**src/rtl/fifo_ctrl_pkg.sv**
```systemverilog
// Shared sizing helpers and the output-stage state type for the synchronous FIFO.
package fifo_ctrl_pkg;

    function automatic int fifo_depth(input int addr_width);
        return 1 << addr_width;
    endfunction

    // One extra pointer bit tells a full RAM apart from an empty one.
    function automatic int fifo_ptr_width(input int addr_width);
        return addr_width + 1;
    endfunction

    typedef enum logic {
        OUT_EMPTY = 1'b0,
        OUT_VALID = 1'b1
    } out_state_e;

endpackage

```
**src/rtl/fifo_ctrl.sv**
```systemverilog
// FIFO controller: pointers, occupancy and valid/ready handshakes around a dual-port RAM,
// with a first-word-fall-through output held in the RAM's registered read data.
module fifo_ctrl
    import fifo_ctrl_pkg::*;
#(
    parameter int DATA_WIDTH = 2,
    parameter int ADDR_WIDTH = 4
) (
    input  logic                  clk,
    input  logic                  rst,
    input  logic                  s_valid,
    input  logic [DATA_WIDTH-1:0] s_data,
    output logic                  s_ready,
    output logic                  m_valid,
    output logic [DATA_WIDTH-1:0] m_data,
    input  logic                  m_ready,
    output logic [ADDR_WIDTH:0]   count,
    output logic                  ram_wr_en,
    output logic [ADDR_WIDTH-1:0] ram_wr_addr,
    output logic [DATA_WIDTH-1:0] ram_wr_data,
    output logic                  ram_rd_en,
    output logic [ADDR_WIDTH-1:0] ram_rd_addr,
    input  logic [DATA_WIDTH-1:0] ram_rd_data
);

    localparam int DEPTH = fifo_depth(ADDR_WIDTH);
    localparam int PTR_W = fifo_ptr_width(ADDR_WIDTH);

    logic [PTR_W-1:0] wr_ptr;
    logic [PTR_W-1:0] rd_ptr;
    logic [PTR_W-1:0] ram_cnt;
    logic             ram_full;
    logic             ram_empty;
    logic             push;
    out_state_e       state;
    out_state_e       state_next;

    assign ram_cnt   = wr_ptr - rd_ptr;
    assign ram_full  = (ram_cnt == PTR_W'(DEPTH));
    assign ram_empty = (ram_cnt == '0);

    // s_ready looks only at registered state so it never depends on the consumer side.
    assign s_ready   = !rst && !ram_full;
    assign push      = s_valid && s_ready;

    // Issue a read whenever the output word is absent or leaving this cycle.
    assign ram_rd_en = !rst && !ram_empty && (!m_valid || m_ready);

    assign ram_wr_en   = push;
    assign ram_wr_addr = wr_ptr[ADDR_WIDTH-1:0];
    assign ram_wr_data = s_data;
    assign ram_rd_addr = rd_ptr[ADDR_WIDTH-1:0];
    assign m_data      = ram_rd_data;
    assign count       = ram_cnt + {{(PTR_W-1){1'b0}}, m_valid};

    always_ff @(posedge clk) begin
        if (rst) begin
            wr_ptr <= '0;
            rd_ptr <= '0;
        end else begin
            if (push) begin
                wr_ptr <= wr_ptr + 1'b1;
            end
            if (ram_rd_en) begin
                rd_ptr <= rd_ptr + 1'b1;
            end
        end
    end

    always_ff @(posedge clk) begin
        if (rst) begin
            state <= OUT_EMPTY;
        end else begin
            state <= state_next;
        end
    end

    always_comb begin
        state_next = state;
        case (state)
            OUT_EMPTY: begin
                if (ram_rd_en) begin
                    state_next = OUT_VALID;
                end
            end
            OUT_VALID: begin
                if (m_ready && !ram_rd_en) begin
                    state_next = OUT_EMPTY;
                end
            end
            default: state_next = OUT_EMPTY;
        endcase
    end

    always_comb begin
        m_valid = (state == OUT_VALID);
    end

endmodule

```
**config.mk**
```make
export PLATFORM = sky130hd
export DESIGN_NAME = fifo_ctrl
export DESIGN_NICKNAME = d
export VERILOG_FILES = /design/src/rtl/fifo_ctrl_pkg.sv /design/src/rtl/fifo_ctrl.sv
export SDC_FILE = /design/constraint.sdc
export NUM_CORES = 1
export LEC_CHECK = 0
export BUFFER_PORTS_ARGS = -buffer_cell sky130_fd_sc_hd__buf_2
export CAP_MARGIN = 10
export CELL_PAD_IN_SITES_DETAIL_PLACEMENT = 0
export CELL_PAD_IN_SITES_GLOBAL_PLACEMENT = 1
export CORE_ASPECT_RATIO = 1.25
export CORE_MARGIN = 4
export CORE_UTILIZATION = 33
export DETAILED_ROUTE_END_ITERATION = 8
export PLACE_DENSITY_LB_ADDON = 0.25
export SYNTH_ARGS = -nofsm -noshare
export SYNTH_HDL_FRONTEND = slang
export SYNTH_SLANG_ARGS = --single-unit
```
**constraint.sdc**
```tcl
create_clock -name clk -period 2.25 [get_ports clk]
set_clock_uncertainty 0.05 [all_clocks]
set_input_delay 0.225 -clock clk [delete_from_list [all_inputs] [get_ports clk]]
set_output_delay 0.225 -clock clk [all_outputs]
set_load 0.05 [all_outputs]
```
==> results by group <==
Status
  – Run status: finished with violations
  – Failing checks: negative setup slack

Synth
  – Synth Area in Simple Gates: 20.7%
  – Mux cell area share after synthesis: 12.1%
  – Top cells by count, synth: nor2_1 (13), buf_4 (12), dfxtp_1 (11)
  – Yosys warnings: 0
  – Sequential fraction of the synthesis area: 22.6%
  – Main combinational cell family by area after synthesis: simple AND/OR/NAND/NOR gates
  – Async S/R FF share, synth: 0%
  – Area share of the largest cell type after synthesis: 22.6%
  – EDFF count, synth: 0
  – Synthesized instance count: 111
  – Adder-cell area share of the yosys netlist: 12.3%
  – Top_reg_cell synth: dfxtp_1
  – Post-synthesis compound-gate area fraction: 10.8%
  – Mean Syn Cell Area: 8.77 um2
  – Area leader, netlist: dfxtp_1
  – Number of synthesized register bits: 11
  – Mapped Area: 973 um2
  – Synth Area in XOR/XNOR: 8.74%
  – Count of different cell masters after synthesis: 27
  – Count leader, synth: nor2_1
  – Syn nets: 128
  – Top cells by area, synth: dfxtp_1 (23%), ha_1 (10%), buf_4 (9.3%)

Global route
  – GR Util All Layers: 12.1%
  – Initial antenna violation count: 0
  – Largest net degree at the start of global routing: 25
  – First-pass GRT wire length: 3590 um
  – Number of global-route vias before repair: 848
  – Total global routing overflow: 0

CTS
  – CTS Root Cell: clkbuf_4
  – Clock Tree Buf Depth: 2
  – TritonCTS clock tree: done
  – H-tree depth: 1
  – Worst-path clk slew: 0.08 ns
  – Cts bufs inserted: 3
  – # clock sinks: 11
  – CTS Hold Bufs: 0
  – Clock latency at the later pin of the worst-skew pair: 0.27 ns

Drt
  – Total wire length: 2070 um
  – Number of vias per cell: 4.67
  – Vias: 832
  – Initial DRC count: 16
  – Drt drc: 0
  – DR pass1 iterations: 4
  – Antenna Nets Post-Route: 0
  – Post-DR wirelength/cell: 11.6 um

Floorplan
  – Row cnt: 21
  – # IOs: 29
  – Die area: 0.00389 mm2
  – Initial Utilization: 35.3%
  – Core area: 0.00276 mm2
  – Die height: 68.7 um
  – Overall die width: 56.6 um

Job
  – Max Cap Viol: 0

Timing
  – Final min period: 2.72 ns
  – Pins Over Slew Limit: 0
  – RSZ-0062 raised after global routing: yes
  – Final setup TNS: -2.92 ns
  – Slew margin rel.: 70.1%
  – PnR worst setup slack: -0.466 ns
  – Peak Freq: 368 MHz
  – Final Hold Viols: 0
  – Worst slew pin tran: 0.449 ns
  – Setup violations, final: 16
  – Final period utilization: 121%

Placed design
  – Hpwl dp: 1680 um
  – Placed instance count: 172
  – GPL Wtd Cong: 0.761
  – I/O Buffers: 20
  – Worst slack, placed: -0.196 ns

Critical path
  – Critical Path AT: 2.44 ns
  – CP max FO: 5
  – Cells along the critical path: inv_2 > ha_4 > fa_1 > inv_2 > or3_4 > o31ai_4 > buf_4 > a21boi_2 > nor2b_4 > buf_4
  – Critical path data required time: 1.98 ns
  – Kind of start point of the critical path: register
  – Worst Path Buf+Inv: 4
  – Critical-path top delay cell: fa_1
  – Crit. End Element: output pin
  – Kind of cell adding the most delay to the critical path: adder cells
  – Kind of critical path: reg -> out
  – CP max stage delay: 0.51 ns

Min path
  – Hold WC Path Type: in -> reg

Layout
  – Final net count: 162
  – Share of cells above drive strength 1: 45.8%
  – Inserted Diodes: 0
  – Non-Filler Instances: 178
  – Area grow syn2layout: 36.9%
==> worst reg2reg max path, delay by kind of cell, from the launching register on <==
kind	cells	cell delay (ns)
AO/OA/AOI/OAI	2	0.26
adder cells (fa/ha/maj)	2	0.66
buffers and inverters	4	0.42
flip-flops	1	0.34
multiplexers	1	0.28
AND/OR/NAND/NOR	1	0.33
==> state kept, by name (all words and copies together), names as in the netlist <==
| register | cells |
|---|---|
| wr_ptr | 5 |
| m_valid | 1 |
| rd_ptr | 5 |
==> cells by family after synthesis <==
logic type	after synthesis
mux	10
compound gates	14
simple gates	38
xor+xnor	8
flops	11
buf+inv	21
fa+ha+maj	9
==> stage by stage <==
| stage | cell area [um2] | hold slack (ns) | util [%] |
|---|---|---|---|
| 2_1_floorplan | 1040 | 0.392 | - |
| 3_3_place_gp | 1240 | 0.400 | 44.9 |
| 3_5_place_dp | 1240 | 0.400 | 44.9 |
| 4_1_cts | 1340 | 0.315 | 48.4 |
| 5_1_grt | 1330 | 0.335 | 48.3 |
| 6_report | 1330 | 0.322 | 48.3 |
==> final timing paths <==
path                                from                endpoint  slack [ns]  cells past startpoint
hold / removal                   m_ready      m_valid$_SDFF_PP0_        0.32                      3
setup reg to reg  wr_ptr[0]$_SDFFE_PP0P_  rd_ptr[0]$_SDFFE_PP0P_       -0.18                     10
setup / recovery  wr_ptr[0]$_SDFFE_PP0P_               ram_rd_en       -0.47                     10
hold reg to reg   wr_ptr[4]$_SDFFE_PP0P_  wr_ptr[4]$_SDFFE_PP0P_        0.52                      2
==> repair_timing <==
item,in CTS,in global routing
pin swaps,2,1
setup endpoints to repair,17,17
buffers inserted,2,1
resized for setup,16,0
==> layer usage <==
layer  vias to the layer above  global-route usage (%)  routed length, um
li1                        431                       -                  -
met1                       377                    13.1                889
met2                        20                    20.8                993
met3                         4                    3.91                133
met5                         -                       0                  0
met4                         0                    7.12                 53
==> cell type report <==
cell class,count,area (um2)
fillers,284,1430
flip-flops and latches,11,221
multi-input cells,79,703
clock buffers,4,26.3
inverters,7,26.3
repair buffers,43,313
well taps,34,42.5
==> placed cells by master (no fill, tap or decap), types with 2 or more instances in the layout <==
| cell type | Yosys | routed |
|---|---|---|
| nand2b_1 | 6 | 6 |
| nand3_1 | 2 | 2 |
| mux2_4 | 2 | 2 |
| inv_1 | 7 | 5 |
| nand2_1 | 3 | 3 |
| mux2i_1 | 2 | 2 |
| buf_2 | 0 | 13 |
| a21boi_2 | 2 | 2 |
| inv_2 | 0 | 2 |
| xnor2_2 | 1 | 2 |
| ha_1 | 8 | 6 |
| buf_6 | 0 | 4 |
| nor2_1 | 13 | 13 |
| nand4_1 | 4 | 4 |
| a21oi_2 | 0 | 2 |
| clkbuf_4 | 0 | 3 |
| ha_4 | 0 | 2 |
| mux2_1 | 6 | 6 |
| a21oi_1 | 9 | 7 |
| nor2b_4 | 0 | 2 |
| nor2b_1 | 7 | 5 |
| dfxtp_1 | 11 | 10 |
| buf_4 | 12 | 25 |
| xor2_1 | 3 | 3 |
Power is left out: the tool's default activity adds up to more than one toggle a clock period on the data nets, which glitch-free logic cannot reach.
